File: src/rtl/edit_field_sequencer_pkg.sv
// Shared definitions for the clock/calendar edit sequencer: FSM state
// encoding, field indices and small helpers used by the top and btn_repeat.
package edit_field_sequencer_pkg;

   typedef enum logic {
      RUN  = 1'b0,
      EDIT = 1'b1
   } seq_state_t;

   // Field indices; bit position in the enable vector matches the index
   localparam logic [2:0] FLD_SEG = 3'd0;
   localparam logic [2:0] FLD_MIN = 3'd1;
   localparam logic [2:0] FLD_HR  = 3'd2;
   localparam logic [2:0] FLD_DIA = 3'd3;
   localparam logic [2:0] FLD_MES = 3'd4;
   localparam logic [2:0] FLD_AO  = 3'd5;

   // One-hot enable vector {AF, MF, DF, HTC, MTC, STC} for a selected field
   function automatic logic [5:0] field_enable(input logic [2:0] field);
      logic [5:0] en;
      en = 6'b000000;
      case (field)
         FLD_SEG: en = 6'b000001;
         FLD_MIN: en = 6'b000010;
         FLD_HR:  en = 6'b000100;
         FLD_DIA: en = 6'b001000;
         FLD_MES: en = 6'b010000;
         FLD_AO:  en = 6'b100000;
         default: en = 6'b000000;
      endcase
      return en;
   endfunction

   // Next field with wrap from the year field back to seconds
   function automatic logic [2:0] next_field(input logic [2:0] field);
      logic [2:0] nxt;
      if (field >= FLD_AO) begin
         nxt = FLD_SEG;
      end else begin
         nxt = field + 3'd1;
      end
      return nxt;
   endfunction

   function automatic int max_int(input int a, input int b);
      return (a > b) ? a : b;
   endfunction

endpackage

File: src/rtl/edit_field_sequencer_btn_repeat.sv
// Rising-edge detector with hold-to-repeat for one debounced button.
// pulse_req is a single-cycle request; the caller registers it.
module btn_repeat
   import edit_field_sequencer_pkg::*;
#(
   parameter int REP_DELAY = 50_000_000,
   parameter int REP_RATE  = 10_000_000
) (
   input  logic clk,
   input  logic rst_n,
   input  logic btn,
   input  logic clear,
   output logic pulse_req
);

   localparam int CNT_W = $clog2(max_int(REP_DELAY, REP_RATE) + 1);
   localparam logic [CNT_W-1:0] DELAY_C = CNT_W'(REP_DELAY);
   localparam logic [CNT_W-1:0] RATE_C  = CNT_W'(REP_RATE);
   localparam logic [CNT_W-1:0] ONE_C   = CNT_W'(1);

   logic             prev;
   logic             repeating;
   logic [CNT_W-1:0] cnt;
   logic             rise;
   logic             delay_hit;
   logic             rate_hit;

   // A count of zero means idle: only a fresh rising edge restarts timing,
   // so clearing mid-hold (or reset) stops repeats until the next press.
   assign rise      = btn & ~prev;
   assign delay_hit = (cnt == DELAY_C) & ~repeating;
   assign rate_hit  = (cnt == RATE_C) & repeating;
   assign pulse_req = btn & ~clear & (rise | delay_hit | rate_hit);

   // Previous sample plus cycles-since-last-pulse counter
   always_ff @(posedge clk or negedge rst_n) begin
      if (!rst_n) begin
         prev      <= 1'b1;
         cnt       <= '0;
         repeating <= 1'b0;
      end else begin
         prev <= btn;
         if (!btn || clear) begin
            cnt       <= '0;
            repeating <= 1'b0;
         end else if (rise) begin
            cnt       <= ONE_C;
            repeating <= 1'b0;
         end else if (delay_hit || rate_hit) begin
            cnt       <= ONE_C;
            repeating <= 1'b1;
         end else if (cnt != '0) begin
            cnt <= cnt + ONE_C;
         end
      end
   end

endmodule

File: src/rtl/edit_field_sequencer.sv
// Run/edit sequencer for a clock-calendar: in RUN the 1 Hz tick advances
// the seconds counter with carries; in EDIT the buttons step one field.
module edit_field_sequencer
   import edit_field_sequencer_pkg::*;
#(
   parameter int REP_DELAY = 50_000_000,
   parameter int REP_RATE  = 10_000_000
) (
   input  logic       Clock_in,
   input  logic       Reset_in,
   input  logic       Tick_1s,
   input  logic       Btn_Edit,
   input  logic       Btn_Next,
   input  logic       Btn_Up,
   input  logic       Btn_Dw,
   input  logic       Sec_max,
   input  logic       Min_max,
   input  logic       Hr_max,
   input  logic       Day_max,
   input  logic       Mon_max,
   output logic       Up,
   output logic       Dw,
   output logic       STC,
   output logic       MTC,
   output logic       HTC,
   output logic       DF,
   output logic       MF,
   output logic       AF,
   output logic       Edit,
   output logic [2:0] Field
);

   seq_state_t state;
   logic       prev_edit;
   logic       prev_next;
   logic       edit_rise;
   logic       next_rise;
   logic       up_req;
   logic       dw_req;
   logic       rep_clear;
   logic       up_q;
   logic       dw_q;
   logic       edit_q;
   logic [2:0] field_q;
   logic [5:0] en_q;
   logic [5:0] run_en;

   assign edit_rise = Btn_Edit & ~prev_edit;
   assign next_rise = Btn_Next & ~prev_next;

   // Repeat timing only matters while editing; both buttons together or
   // leaving edit mode also abandon any hold in progress.
   assign rep_clear = (state != EDIT) | (Btn_Up & Btn_Dw) | edit_rise;

   // Ripple carry for a one-second step: each stage enables when all
   // lower counters are at their terminal value.
   assign run_en[0] = 1'b1;
   assign run_en[1] = Sec_max;
   assign run_en[2] = run_en[1] & Min_max;
   assign run_en[3] = run_en[2] & Hr_max;
   assign run_en[4] = run_en[3] & Day_max;
   assign run_en[5] = run_en[4] & Mon_max;

   btn_repeat #(
      .REP_DELAY (REP_DELAY),
      .REP_RATE  (REP_RATE)
   ) u_rep_up (
      .clk       (Clock_in),
      .rst_n     (Reset_in),
      .btn       (Btn_Up),
      .clear     (rep_clear),
      .pulse_req (up_req)
   );

   btn_repeat #(
      .REP_DELAY (REP_DELAY),
      .REP_RATE  (REP_RATE)
   ) u_rep_dw (
      .clk       (Clock_in),
      .rst_n     (Reset_in),
      .btn       (Btn_Dw),
      .clear     (rep_clear),
      .pulse_req (dw_req)
   );

   // Mode FSM with all outputs registered; pulses default low each cycle
   always_ff @(posedge Clock_in or negedge Reset_in) begin
      if (!Reset_in) begin
         state     <= RUN;
         prev_edit <= 1'b1;
         prev_next <= 1'b1;
         up_q      <= 1'b0;
         dw_q      <= 1'b0;
         en_q      <= 6'b000000;
         edit_q    <= 1'b0;
         field_q   <= FLD_SEG;
      end else begin
         prev_edit <= Btn_Edit;
         prev_next <= Btn_Next;
         up_q      <= 1'b0;
         dw_q      <= 1'b0;
         en_q      <= 6'b000000;
         case (state)
            RUN: begin
               if (Tick_1s) begin
                  up_q <= 1'b1;
                  en_q <= run_en;
               end
               if (edit_rise) begin
                  state   <= EDIT;
                  edit_q  <= 1'b1;
                  field_q <= FLD_SEG;
               end
            end
            EDIT: begin
               if (edit_rise) begin
                  state   <= RUN;
                  edit_q  <= 1'b0;
                  field_q <= FLD_SEG;
               end else if (next_rise) begin
                  field_q <= next_field(field_q);
               end else if (up_req && !dw_req) begin
                  up_q <= 1'b1;
                  en_q <= field_enable(field_q);
               end else if (dw_req && !up_req) begin
                  dw_q <= 1'b1;
                  en_q <= field_enable(field_q);
               end
            end
            default: begin
               state   <= RUN;
               edit_q  <= 1'b0;
               field_q <= FLD_SEG;
            end
         endcase
      end
   end

   assign Up    = up_q;
   assign Dw    = dw_q;
   assign STC   = en_q[0];
   assign MTC   = en_q[1];
   assign HTC   = en_q[2];
   assign DF    = en_q[3];
   assign MF    = en_q[4];
   assign AF    = en_q[5];
   assign Edit  = edit_q;
   assign Field = field_q;

endmodule

File: config.mk
export PLATFORM = sky130hd
export DESIGN_NAME = edit_field_sequencer
export DESIGN_NICKNAME = d
export VERILOG_FILES = /design/src/rtl/edit_field_sequencer_pkg.sv /design/src/rtl/edit_field_sequencer_btn_repeat.sv /design/src/rtl/edit_field_sequencer.sv
export SDC_FILE = /design/constraint.sdc
export NUM_CORES = 1
export LEC_CHECK = 0
export CORE_ASPECT_RATIO = 0.5
export CORE_UTILIZATION = 45
export CTS_CLUSTER_SIZE = 20
export DETAILED_ROUTE_END_ITERATION = 10
export REMOVE_ABC_BUFFERS = 1
export SYNTH_ARGS = -nofsm -noshare
export SYNTH_HDL_FRONTEND = slang
export SYNTH_SLANG_ARGS = --single-unit
File: constraint.sdc
create_clock -name Clock_in -period 3 [get_ports Clock_in]
set_input_delay 0.45 -clock Clock_in [delete_from_list [all_inputs] [get_ports Clock_in]]
set_output_delay 0.45 -clock Clock_in [all_outputs]
set_load 0.005 [all_outputs]
==> metrics, run 1 <==
status complete, no violations; fraction of the cycle the final worst path needs 0.851; clock-pin slew on the worst setup and hold paths 0.05 ns; HPWL Detailed ~5200 um; CP Launch Point u_rep_up.cnt[10]$_DFFE_PN0P_; Slew @ Worst Pin 0.682 ns; Layout Area Growth over Synthesis 17.9%; Crit Path Category register to register; Num CTS Buffers 9; Clk Tree Root Cell clkbuf_16; crit path DAT between 2 and 3 ns; Hold Vio Cnt, Final 0; Slew Limit Fails 0; vias per std cell 5.14; vias 2647; RSZ-0062 raised after global routing no; Gate Count Post-Synth between 300 and 400; CP Capture Type register; RePlAce Congestion 0.851; largest net degree at the start of global routing 35; Buf+Inv Stages, Crit Path 1; worst-path cell chain or4_1 -> or3_4 -> a2111oi_4 -> or2_1 -> buf_4 -> nor2_1; Max Fclk approximately 390 MHz; HP Class primary input to async pin; M1 GR Usage 0.250; CP max FO 10; sequential-to-total area share from yosys stat 0.494; # diodes 0; Post-CTS Setup Repair Bufs 0; Most Used Layer, Global Route met2; Starting DRT DRC Count 76; Rows 22; Post-DP Area between 0.003 and 0.004 mm2; Critical R2R Launch u_rep_up.cnt[10]$_DFFE_PN0P_; post-cts gate resize count 0; die footprint ~0.0084 mm2; Clock Path Buffers 2; WP data required 3.22 ns; final-layout fill cell count 686; Max-Cap Viols 0; Power per Cell Area between 500 and 600 mW/mm2; global-route wire length before repair 12800 um; Crit path depth 6; gr ovfl total 0; #FFs+latches synth just over 70; Clock H-tree levels 3; Initial Utilization 0.478; vias in the first global route 2738; Post-synth EDFFs 0; grt met2 use 0.330; R2R depth 6; clk_skew 0.00439 ns; wire per inst 14.0 um; Max rail drop VDD slightly below 0.3 mV; GRT Util Overall 0.201; met3 Use GR 0.0643; startpoint type of the worst setup path register; CTS hold repair buffers 0; nets 426; CTS tree built; die height 65.3 um; minimum clock period 2.55 ns; delay-heaviest family, CP simple AND/OR/NAND/NOR gates; Final setup viols 0; Skew-Pair Late Insertion Delay 0.33 ns; initial antenna violation count 0; Pleak 0.00174 uW; synthesized area 0.00361 mm2; post-synth cell types 46; area of the core roughly 0.0075 mm2; Post-Route WL roughly 7000 um; Slowest-stage cell, CP or4_1; Worst slew margin 0.539; setup TNS 0 ns; Reg area 0.00178 mm2; synth warn 0; Synth Flop Type dfrtp_1; area of the multi-input gates about 0.0017 mm2; Ports 24; Die X ~130 um; number of remaining DRC errors 0; DR pass1 iterations 4; Max stage delay on crit path 0.56 ns; Post-synth ARST share 1.00; syn_area_per_cell 9.75 um2; share of layout cells above drive strength 1 0.0762; post-route cell area 0.00425 mm2; Detail Route Antenna Nets 0; Port-buffer cells 23; CTS Sinks 71
-- registers in the layout, summed over array words and instances, names as in the netlist --
signal	count
Up	1
Edit	1
u_rep_up.cnt	26
state	1
prev_next	1
u_rep_dw.cnt	26
en_q	6
u_rep_up.prev	1
Field	3
u_rep_up.repeating	1
Dw	1
u_rep_dw.prev	1
u_rep_dw.repeating	1
prev_edit	1
-- routing by layer --
layer	vias to the layer above	wire, um
li1	1339	-
met1	1270	3430
met2	31	3450
met3	7	252
met4	0	70
met5	-	0
-- power by group --
group | leakage, uW | switching [uW] | internal [uW]
Combinational | 0.000637 | 166 | 151
Clock | 0.000136 | 366 | 623
Sequential | 0.000968 | 37.5 | 1010
Total | 0.00174 | 569 | 1780
-- placed cells by master, fill, tap and decap left out, types with 6 or more instances in the layout --
master            n
dfrtp_1          67
xnor2_1          16
nor2_1           57
a21oi_1          10
buf_4             8
inv_1            19
clkbuf_16         9
nor3_1           11
clkdlybuf4s50_1  22
nand4_1          14
xor2_1           28
ha_1             11
and3_1            9
nor4_1            6
nand2_1          28
nand3_1          28
-- area by class of cell --
type / count / area share
flip-flops and latches: 71 / 0.419
multi-input cells: 271 / 0.400
repair buffers: 31 / 0.0671
clock buffers: 15 / 0.0653
well taps: 108 / 0.0318
inverters: 19 / 0.0168
-- cells in the mapped netlist, drive strengths merged (4+ instances only) --
master,n,area (um2)
and4,4,35.0
dfrtp,67,1680
inv,19,71.3
nor3,12,65.1
or3,5,36.3
o21ai,6,30.0
dfstp,4,105
nand4,14,87.6
clkbuf,6,22.5
xor2,28,245
nand3,28,140
nor2b,4,25.0
nor4,6,37.5
ha,11,138
and3,9,56.3
a21oi,10,50.1
nor2,57,214
xnor2,16,140
nand2,28,105
-- cell families (layout without fill, tap and decap cells) --
kind of cell | after synthesis | count (layout) | synth area share
flops | 71 | 71 | 0.494
buf+inv | 28 | 65 | 0.0343
mux | 3 | 3 | 0.00832
compound gates | 30 | 30 | 0.0614
simple gates | 183 | 183 | 0.257
xor+xnor | 44 | 44 | 0.107
fa+ha+maj | 11 | 11 | 0.0382
-- stage by stage --
| step | worst slack (ns) | utilization | instances | hold slack [ns] | power [uW] |
|---|---|---|---|---|---|
| 2_1_floorplan | 0.536 | - | 361 | 0.154 | 1220 |
| 3_3_place_gp | 0.502 | 0.527 | 500 | 0.380 | 1370 |
| 3_5_place_dp | 0.423 | 0.527 | 500 | 0.372 | 1380 |
| 4_1_cts | 0.409 | 0.564 | 515 | 0.0177 | 2390 |
| 5_1_grt | 0.268 | 0.564 | 515 | 0.0432 | 2480 |
| 6_report | 0.446 | 0.564 | 515 | 0.0209 | 2350 |
-- worst paths after layout --
check                                                 endpoint  slack (ns)
max in group asynchronous              u_rep_up.prev$_DFF_PN1_        2.21
worst min register to register  u_rep_dw.repeating$_DFFE_PN0P_        0.50
worst max register to register    u_rep_up.cnt[18]$_DFFE_PN0P_        0.45
min in group Clock_in           u_rep_dw.repeating$_DFFE_PN0P_        0.50
worst min-delay path              u_rep_dw.cnt[15]$_DFFE_PN0P_        0.02
worst max-delay path              u_rep_up.cnt[18]$_DFFE_PN0P_        0.45
(Power assumes the default switching activity.)
==> run 2: changes to the inputs <==
--- a/config.mk
+++ b/config.mk
@@ -6,6 +6,7 @@
 export NUM_CORES = 1
 export LEC_CHECK = 0
 export CORE_ASPECT_RATIO = 0.5
+export CORE_MARGIN = 8
 export CORE_UTILIZATION = 45
 export CTS_CLUSTER_SIZE = 20
 export DETAILED_ROUTE_END_ITERATION = 10
==> run 2 against run 1 <==
Compared with the run above: hold slack improved by 0.27 ns; sequential share of layout area is 0.25 points higher; sequential power barely moved; largest cell class unchanged; critical path type unchanged; clock skew grew 0.0022 ns; total power shrank 1.6%; critical path depth stayed put; first-iteration DRC count is 88% higher; register-to-register slack gained 0.11 ns; clock power is 4.2% lower; sequential cell count unchanged; design area fell by 0.59%.
==> metrics, run 2 (synthesis gave the netlist of run 1 again) <==
most frequent cells in the layout 67 x dfrtp_1, 57 x nor2_1, 28 x nand2_1, 28 x nand3_1, 28 x xor2_1; Power per Cell Area 547 mW/mm2; Slew @ Worst Pin 0.896 ns; post-cts gate resize count 0; Starting DRT DRC Count roughly 140; initial antenna violation count 0; minimum clock period roughly 2.4 ns; vias per std cell 5.21; clock-pin slew on the worst setup and hold paths 0.05 ns; clk_skew 0.00658 ns; Num CTS Buffers 9; Layout Area Growth over Synthesis 17.2%; CTS tree built; largest registers u_rep_dw.cnt: 26 flops, u_rep_up.cnt: 26 flops, en_q: 6 flops; largest net degree at the start of global routing 72; Pleak 0.00172 uW; Post-Place Cells 502; CTS hold repair buffers 0; Final WS setup 0.554 ns; Post-Route WL 7390 um; Port-buffer cells 23; Post-CTS Setup Repair Bufs 0; share of layout cells above drive strength 1 0.0690; dpl ws 0.536 ns; CP Capture Type register; Clock H-tree levels 3; Clk Tree Root Cell clkbuf_16; Max-Cap Viols 0; die footprint 0.0113 mm2; overall power 2310 uW; Initial Utilization 0.457; startpoint type of the worst setup path register; Hold Vio Cnt, Final 0; status complete, no violations; vias in the first global route 2737; Clock Path Buffers 2; WP data required 3.21 ns; Crit Path Category register to register; wire per inst 14.3 um; RSZ-0062 raised after global routing no; # diodes 0; area of the core 0.00789 mm2; Final setup viols 0; nets around 420; CTS Sinks 71; fin util 0.536; GRT Util Overall 0.145; Die X 143 um; global-route wire length before repair 13000 um; Rows 23; RePlAce Congestion approximately 0.87; CP max FO 25; commonest non-fill, non-tap cell in the layout dfrtp_1; vias 2699; Worst slew margin 0.402; Slew Limit Fails 0; Max Fclk a little over 400 MHz; Skew-Pair Late Insertion Delay ~0.34 ns; DR pass1 iterations 4; number of remaining DRC errors 0; crit path DAT between 2 and 3 ns; HP Class primary input to async pin; HPWL Detailed 5270 um; fraction of the cycle the final worst path needs 0.815; setup TNS 0 ns; Max rail drop VDD between 0.2 and 0.3 mV; Detail Route Antenna Nets 0; die height 79.3 um; Non-Filler Instances approximately 520; gr ovfl total 0; Ports 24
==> run 2: power by group <==
part,switching (uW),internal (uW),total [uW]
Sequential,38.3,1010,1040
Combinational,166,153,319
Clock,366,582,947
Total,570,1740,2310
==> run 2: cell type report <==
class / instances / area, um2
fillers: 742 / 3660
flip-flops and latches: 71 / 1780
multi-input cells: 271 / 1700
repair buffers: 29 / 270
clock buffers: 15 / 258
well taps: 112 / 140
inverters: 19 / 71.3
clock inverters: 1 / 5.00
==> run 2: worst max-delay path, cell delays in order (launching register included) <==
cell,delay (ns)
dfrtp_1,0.42
or4_1,0.56
or3_4,0.39
a2111oi_4,0.43
or2_1,0.16
buf_4,0.26
nor2_1,0.09
==> run 2: per-layer routing <==
layer	routed length (um)	track usage
met3	191	0.0526
met2	3630	0.244
met1	3480	0.172
met4	84	0.0431
met5	0	0
==> run 2: final timing paths <==
path / from / end / slack [ns] / cells after the start
worst max-delay path: u_rep_up.cnt[10]$_DFFE_PN0P_ / u_rep_up.cnt[7]$_DFFE_PN0P_ / 0.55 / 6
worst min-delay path: Reset_in / u_rep_up.cnt[16]$_DFFE_PN0P_ / 0.29 / 2
worst max register to register: u_rep_up.cnt[10]$_DFFE_PN0P_ / u_rep_up.cnt[7]$_DFFE_PN0P_ / 0.55 / 6
worst min register to register: u_rep_up.prev$_DFF_PN1_ / u_rep_up.repeating$_DFFE_PN0P_ / 0.51 / 2
max in group asynchronous: Reset_in / u_rep_dw.cnt[22]$_DFFE_PN0P_ / 2.09 / 2
min in group Clock_in: u_rep_up.prev$_DFF_PN1_ / u_rep_up.repeating$_DFFE_PN0P_ / 0.51 / 2
==> run 2: through the flow <==
stage               instance area [um2]  hold WS (ns)
floorplan                          3550         0.154
finish                             4230         0.295
CTS                                4230         0.360
global route                       4230         0.414
detailed placement                 3970         0.507
global placement                   3970         0.488
==> run 3: changes to the inputs <==
--- a/config.mk
+++ b/config.mk
@@ -10,6 +10,7 @@
 export CORE_UTILIZATION = 45
 export CTS_CLUSTER_SIZE = 20
 export DETAILED_ROUTE_END_ITERATION = 10
+export PLACE_DENSITY = 0.66
 export REMOVE_ABC_BUFFERS = 1
 export SYNTH_ARGS = -nofsm -noshare
 export SYNTH_HDL_FRONTEND = slang
==> constraint.sdc (replaced) <==
create_clock -name Clock_in -period 2.2 [get_ports Clock_in]
set_input_delay 0.33 -clock Clock_in [delete_from_list [all_inputs] [get_ports Clock_in]]
set_output_delay 0.33 -clock Clock_in [all_outputs]
set_load 0.005 [all_outputs]
==> run 3 against run 2 <==
Compared with the run above: global-route usage increased by 0.14 points; largest power group unchanged; register-to-register slack got worse by 0.53 ns; sequential share of layout area fell by 1.9 points; count of clock-buffer cells in the layout is 3 lower; critical endpoint is now en_q[2]$_DFF_PN0_; clock power up 40%; design area is 4.6% higher; sequential power increased by 38%.
==> metrics, run 3 (synthesis gave the netlist of run 1 again) <==
vias per std cell 5.17; wire per inst 14.0 um; Max rail drop VDD just over 0.4 mV; clock-pin slew on the worst setup and hold paths 0.05 ns; Pleak approximately 0.0018 uW; die height 79.3 um; CP max FO 6; RSZ-0062 raised after global routing yes; CTS Sinks 71; Slew @ Worst Pin 0.555 ns; most frequent cells in the layout 67 x dfrtp_1, 55 x nor2_1, 28 x nand2_1, 28 x nand3_1, 28 x xor2_1; vias roughly 2800; Port-buffer cells 23; largest registers u_rep_dw.cnt: 26 flops, u_rep_up.cnt: 26 flops, en_q: 6 flops; crit path DAT 2.43 ns; Max Fclk approximately 460 MHz; Post-Route WL 7510 um; switch share 0.249; Clock H-tree levels 3; Clk Tree Root Cell clkbuf_16; HPWL Detailed approximately 5600 um; worst-path cell chain or4_4 -> or3_4 -> a2111oi_4 -> a21o_2 -> a31oi_4 -> o21bai_1; HP Class primary input to register; DR pass1 iterations 4; CP Capture Type register; Detail Route Antenna Nets 0; Clock Path Buffers 2; global-route wire length before repair 13200 um; area of the core 0.00789 mm2; Rows 23; Power per Cell Area about 730 mW/mm2; Die X 143 um; CTS tree built; Slew Limit Fails 0; Final setup viols 0; setup TNS 0 ns; Hold Vio Cnt, Final 0; Clock Power Share 0.411; # diodes 0; Hold WS 0.432 ns; Initial Utilization 0.457; minimum clock period 2.17 ns; Comb pwr share 0.149; nets 442; largest net degree at the start of global routing 32; Int Power 2430 uW; status complete, no violations; commonest non-fill, non-tap cell in the layout dfrtp_1; final-layout fill cell count 680; Max-Cap Viols 0; Num CTS Buffers 9; startpoint type of the worst setup path register; net load switching power between 800 and 900 uW; clk_skew 0.00381 ns; gr ovfl total 0; Max stage delay on crit path roughly 0.53 ns; post-route cell area about 0.0044 mm2; Slowest-stage cell, CP or4_4; number of remaining DRC errors 0; fin util 0.561; Layout Area Growth over Synthesis 22.6%; RePlAce Congestion 0.832; Starting DRT DRC Count about 190; fraction of the cycle the final worst path needs 0.988; GRT Util Overall 0.146; share of layout cells above drive strength 1 0.125; die footprint 0.0113 mm2; Skew-Pair Late Insertion Delay approximately 0.33 ns; Crit Path Category register to register; WP data required about 2.5 ns; vias in the first global route 2837; Post-DP Area 0.00411 mm2; register share of total power 0.440; Worst slew margin 0.630; Ports 24; initial antenna violation count 0
## run 3: worst paths after layout
check	end	from	slack, ns	depth (start not counted)
min reg2reg	u_rep_dw.repeating$_DFFE_PN0P_	u_rep_dw.prev$_DFF_PN1_	0.51	2
max	en_q[2]$_DFF_PN0_	u_rep_up.cnt[10]$_DFFE_PN0P_	0.03	6
min	prev_edit$_DFF_PN1_	Btn_Edit	0.43	1
max in group asynchronous	u_rep_dw.cnt[15]$_DFFE_PN0P_	Reset_in	1.04	3
min in group asynchronous	u_rep_up.cnt[4]$_DFFE_PN0P_	Reset_in	0.52	2
max reg2reg	en_q[2]$_DFF_PN0_	u_rep_up.cnt[10]$_DFFE_PN0P_	0.03	6
## run 3: critical path: cells and delay by family (launching register included)
family,cells,cell delay (ns)
AO/OA/AOI/OAI,4,0.81
flip-flops,1,0.37
AND/OR/NAND/NOR,2,0.92
## run 3: routing by layer
layer  track usage  vias to the layer above  wire length, um
met3        0.0449                       14              237
met2         0.243                       35             3740
li1              -                     1368                -
met5             0                        -                0
met4        0.0578                        0              116
met1         0.176                     1354             3410
## run 3: area by class of cell
class,count,area (um2),share of cell area
timing repair buffer,47,440,0.0995
inverter,19,71.3,0.0161
clock inverter,4,20.0,0.00452
tap,112,140,0.0317
sequential,71,1780,0.403
clock buffer,12,256,0.0580
multi-input combinational,271,1710,0.387
## run 3: repair_timing
item | CTS | global route
hold buffers | 1 | 0
endpoints found under the hold margin | 20 | 0
pin swaps | 2 | 5
buffers inserted | 0 | 1
setup endpoints to repair | 31 | 31
gates resized for setup | 2 | 4
## run 3: power by group through the flow
stage	logic [uW]	clock network [uW]	registers, uW
floorplan	226	0	1440
global placement	468	0	1450
detailed placement	484	0	1450
CTS	489	1360	1430
global route	540	1430	1430
finish	484	1330	1430
## run 3: per-stage QoR
step,cells,power [uW],worst slack [ns]
after floorplan,361,1670,-0.264
after global placement,518,1910,-0.0195
after detailed placement,518,1930,-0.0386
after CTS,535,3280,0.00629
after global routing,536,3400,-0.0856
final,536,3240,0.0259
